File: src/rtl/spi_mem_master.sv
// SPI mode-0 master for one opcode/address/data frame per request; DONE lands (2N+2)*CLK_DIV edges after accept.
// Requests are taken only while ready_o=1 (no queueing); abort_i returns to IDLE on the next edge without done_o.
module spi_mem_master #(
  parameter int         ADDR_W  = 16,
  parameter int         DATA_W  = 16,
  parameter int         CLK_DIV = 2,
  parameter logic [7:0] CMD_RD  = 8'h03,
  parameter logic [7:0] CMD_WR  = 8'h02
) (
  input  logic              clk,
  input  logic              rst_n,
  input  logic              req_i,
  input  logic              we_i,
  input  logic [ADDR_W-1:0] addr_i,
  input  logic [DATA_W-1:0] wdata_i,
  input  logic              abort_i,
  output logic              ready_o,
  output logic              done_o,
  output logic [DATA_W-1:0] rdata_o,
  output logic              sclk_o,
  output logic              csb_o,
  output logic              mo_o,
  input  logic              mi_i
);

  localparam int N = 8 + ADDR_W + DATA_W;

  typedef enum logic [2:0] {IDLE, SETUP, SHIFT, HOLD, DONE} state_t;

  state_t            state_q, state_d;
  logic [7:0]        div_q, div_d;
  logic [6:0]        bit_q, bit_d;
  logic [N-1:0]      tx_q, tx_d;
  logic [DATA_W-1:0] rx_q, rx_d;
  logic [DATA_W-1:0] rdata_q, rdata_d;
  logic              we_q, we_d;
  logic              sclk_q, sclk_d;
  logic              csb_q, csb_d;
  logic              ready_q, ready_d;
  logic              done_q, done_d;
  logic              div_end;
  logic [7:0]        opcode;
  logic [DATA_W-1:0] wdata_sel;

  assign div_end   = (div_q == 8'(CLK_DIV - 1));
  assign opcode    = we_i ? CMD_WR : CMD_RD;
  assign wdata_sel = we_i ? wdata_i : {DATA_W{1'b0}};

  always_comb begin
    state_d = state_q;
    div_d   = div_q + 8'd1;
    bit_d   = bit_q;
    tx_d    = tx_q;
    rx_d    = rx_q;
    rdata_d = rdata_q;
    we_d    = we_q;
    sclk_d  = sclk_q;
    unique case (state_q)
      IDLE: begin
        div_d = 8'd0;
        if (req_i) begin
          state_d = SETUP;
          we_d    = we_i;
          tx_d    = {opcode, addr_i, wdata_sel};
        end
      end
      SETUP: begin
        if (div_end) begin
          state_d = SHIFT;
          div_d   = 8'd0;
          bit_d   = 7'd0;
          sclk_d  = 1'b1;
          rx_d    = {rx_q[DATA_W-2:0], mi_i};
        end
      end
      SHIFT: begin
        if (div_end) begin
          div_d = 8'd0;
          if (sclk_q) begin
            // falling edge: present the next frame bit
            sclk_d = 1'b0;
            tx_d   = {tx_q[N-2:0], 1'b0};
          end else if (bit_q == 7'(N - 1)) begin
            state_d = HOLD;
          end else begin
            bit_d  = bit_q + 7'd1;
            sclk_d = 1'b1;
            rx_d   = {rx_q[DATA_W-2:0], mi_i};
          end
        end
      end
      HOLD: begin
        if (div_end) begin
          state_d = DONE;
          if (!we_q) rdata_d = rx_q;
        end
      end
      DONE:    state_d = IDLE;
      default: state_d = IDLE;
    endcase
    if (abort_i && (state_q != IDLE)) begin
      state_d = IDLE;
      sclk_d  = 1'b0;
      tx_d    = '0;
    end
  end

  // Output flops are loaded from the next state so every pin is a register.
  assign ready_d = (state_d == IDLE);
  assign done_d  = (state_d == DONE);
  assign csb_d   = (state_d == IDLE) || (state_d == DONE);

  always_ff @(posedge clk or negedge rst_n) begin
    if (!rst_n) begin
      state_q <= IDLE;
      div_q   <= 8'd0;
      bit_q   <= 7'd0;
      tx_q    <= '0;
      rx_q    <= '0;
      rdata_q <= '0;
      we_q    <= 1'b0;
      sclk_q  <= 1'b0;
      csb_q   <= 1'b1;
      ready_q <= 1'b1;
      done_q  <= 1'b0;
    end else begin
      state_q <= state_d;
      div_q   <= div_d;
      bit_q   <= bit_d;
      tx_q    <= tx_d;
      rx_q    <= rx_d;
      rdata_q <= rdata_d;
      we_q    <= we_d;
      sclk_q  <= sclk_d;
      csb_q   <= csb_d;
      ready_q <= ready_d;
      done_q  <= done_d;
    end
  end

  assign ready_o = ready_q;
  assign done_o  = done_q;
  assign rdata_o = rdata_q;
  assign sclk_o  = sclk_q;
  assign csb_o   = csb_q;
  assign mo_o    = tx_q[N-1];

endmodule

File: config.mk
export PLATFORM = sky130hd
export DESIGN_NAME = spi_mem_master
export DESIGN_NICKNAME = d
export VERILOG_FILES = /design/src/rtl/spi_mem_master.sv
export SDC_FILE = /design/constraint.sdc
export NUM_CORES = 1
export LEC_CHECK = 0
export BUFFER_PORTS_ARGS = -buffer_cell sky130_fd_sc_hd__buf_2
export CORE_MARGIN = 1.5
export CORE_UTILIZATION = 60
export CTS_BUF_LIST = sky130_fd_sc_hd__clkbuf_4 sky130_fd_sc_hd__clkbuf_8
export DETAILED_ROUTE_END_ITERATION = 10
export HOLD_SLACK_MARGIN = 0.03
export MAX_ROUTING_LAYER = met4
export PLACE_DENSITY = 0.82
export SETUP_SLACK_MARGIN = 0.4
export SYNTH_ARGS = -nofsm -noshare
export SYNTH_HDL_FRONTEND = slang
export SYNTH_SLANG_ARGS = --single-unit
File: constraint.sdc
create_clock -name clk -period 4.7 [get_ports clk]
set_input_delay 0.47 -clock clk [delete_from_list [all_inputs] [get_ports clk]]
set_output_delay 0.47 -clock clk [all_outputs]
set_load 0.01 [all_outputs]
==> metrics.yaml <==
yosysTopAreaCell: "dfrtp_1"
worstSetupEndpointType: "flip-flop"
post_cts_resized: 0
grt_pass1_vias: 3076
coreArea_um2: 7290
place_inst: 538
crit_path_max_fanout: 40
wirelength_mm: 8.04
netlist_area_um2: 4540
r2r_end: "tx_q[17]"
cp.depth: 6
hold_buffers: 0
drv_slew: 0
postCtsSetupBuffers: 0
synth.distinct_cells: 47
synth.net_count: 445
reg2reg_from: "div_q[1]"
clk_pin_slew_ns: 0.10
max-cap-violations: 0
synth_top_flop_cell: "dfrtp_1"
crit_arrival_ns: 2.87
syn-instance-count: 404
drcViolationCount: 0
synth_seq_cells: 95
fmax_mhz: 381
io_buffer_count: 58
htree_levels: 3
critPathSlowestCell: "a311o_2"
reg2reg_depth: 6
grt_max_degree: 63
reg2reg_slack_ns: 2.07
dr.pass1.iters: 4
yosysWarnings: 0
timing.final.crit_share: 0.559
setup_violations: 0
overflow: 0
cp-start-kind: "flip-flop"
antenna_found_initial: 1
max_stage_delay_ns: 0.81
grt_usage: 0.221
grt_pass1_wl_mm: 14.1
ant_nets: 0
dp_hpwl_mm: 5.25
setup-tns-final_ns: 0
rows: 31
finalNetCount: 491
fin_util: 0.692
cts_made_buffers: 9
fin_skew_ns: 0.0168
crit_chain: "inv_1 -> ha_1 -> nor3b_2 -> and2_2 -> a311o_2 -> mux2_2"
peakVddDrop_mv: 0.242
ys_async_sr_fraction: 1.00
cts_root_buf: "clkbuf_8"
critPathLaunch: "div_q[1]"
synth_edf_count: 0
worstMarginPinSlew_ns: 0.937
syn2layout_area_growth_pct: 11.2
rsz0062_at_grt: "no"
crit_type: "reg2reg"
hold_viol: 0
relSlewSlack: 0.375
cp_num_buf_inv: 1
ios: 59
start_util: 0.623
place_congestion: 0.898
drt-initial-drc-count: 156
drive_gt1_frac: 0.357
yosysSeqAreaShare: 0.524
final.min_clock_period_ns: 2.63
power_density_nw_per_um2: 496
wl_per_cell_um: 14.5
path_delay_family: "compound AO/OA/AOI/OAI gates"
die_w_um: 90.0
cts_sinks: 95
crit_end: "tx_q[17]"
fin_cells: 554
cp_data_required_time_ns: 4.94
p_leak_uw: 0.00240
via_per_inst: 5.55
fp.dieH_um: 90.0
status: "completed"
synth_top_area_share: 0.513
cts_tree: "done"
design.die.area_um2: 8100
syn_avg_cell_area_um2: 11.2
synth_top_cells_by_area: "dfrtp_1 (51%), mux2_2 (15%), nand2_1 (4.7%)"
clk-insertion-delay-late_ns: 0.35
cts.path.max_buffers: 2
hold_class: "in2async"
num_vias: 3074
area by class of cell:
cell class	count	area, um2
Fill cell	561	2240
Timing Repair Buffer	62	323
Antenna cell	1	2.50
Tap cell	99	124
Clock buffer	9	124
Clock inverter	6	67.6
Sequential cell	95	2380
Multi-Input combinational cell	275	2000
Inverter	7	26.3
registers in the layout (all words and copies together), names as in the netlist:
signal   count
tx_q        40
rx_q        16
ready_o      1
bit_q        7
done_o       1
sclk_o       1
csb_o        1
we_q         1
div_q        8
state_q      3
rdata_o     16
report_power, final:
group	switching, uW	total (uW)	internal [uW]
registers	153	1190	1040
clock network	279	525	246
logic	390	787	398
metrics by stage:
stage / power (uW) / worst slack [ns] / instance area, um2 / hold slack [ns]
after floorplan: 1820 / 2.50 / 4540 / 0.174
after global placement: 1960 / 2.13 / 4850 / 0.427
after detailed placement: 2000 / 2.07 / 4850 / 0.431
after CTS: 2530 / 2.06 / 5050 / 0.0392
after global routing: 2670 / 1.88 / 5050 / 0.0549
final: 2510 / 2.07 / 5050 / 0.0406
how the worst min path moves through the flow:
| stage | startpoint | endpoint | slack, ns | cells after the start |
|---|---|---|---|---|
| 6_report | rst_n | rdata_o[8] | 0.04 | 1 |
| 5_1_grt | rst_n | rdata_o[14] | 0.05 | 1 |
| 4_1_cts | rst_n | rdata_o[14] | 0.04 | 1 |
| 3_5_place_dp | rst_n | rdata_o[1] | 0.43 | 1 |
| 3_3_place_gp | rst_n | rdata_o[0] | 0.43 | 1 |
| 2_1_floorplan | rst_n | bit_q[0] | 0.17 | 0 |
cells in the final DEF, fill, tap and decap left out, drive strengths merged, types with 3 or more instances in the layout:
| cell | instances |
|---|---|
| a211oi | 3 |
| a21oi | 41 |
| buf | 62 |
| clkbuf | 9 |
| dfrtp | 93 |
| ha | 3 |
| inv | 9 |
| mux2 | 72 |
| mux2i | 4 |
| nand2 | 57 |
| nand3 | 21 |
| nand4 | 4 |
| nor2 | 16 |
| nor3 | 9 |
| nor3b | 3 |
| nor4b | 3 |
| o21ai | 4 |
| o31ai | 3 |
| or4 | 3 |
| xnor2 | 3 |
| xor2 | 4 |
layer usage:
layer / vias up / routed length (um) / global-route usage
li1: 1505 / - / -
met3: 8 / 280 / 0.0389
met2: 57 / 4050 / 0.358
met5: - / 0 / -
met1: 1504 / 3620 / 0.286
met4: 0 / 91 / 0.0741
kinds of logic (layout without fill, tap and decap cells):
kind of cell               after synthesis  count (layout)  share of synthesized area
and+or+nand+nor                        132             132                      0.150
DFF                                     95              95                      0.524
muxes                                   76              76                      0.196
AOI/OAI and AO/OA                       57              57                     0.0716
buffers and inverters                   34              84                     0.0364
xor gates and xnor gates                 7               7                     0.0135
adders and majority gates                3               3                    0.00827
other                                    0               1                          0
synthesized netlist by cell type (all sizes together), types with 2 or more instances:
cell	count
nor3	9
or3	2
or3b	2
inv	7
buf	10
nor2	16
ha	3
a21oi	41
dfstp	2
o21ai	4
nand2	57
mux2i	4
or4	3
o31ai	3
nor2b	2
dfrtp	93
clkbuf	17
nand3	21
a211oi	3
xor2	4
mux2	72
xnor2	3
nor4b	3
nand4	4
or4b	2
nor3b	3
nand2b	2
Note: power is estimated with default switching activity, not from simulation.
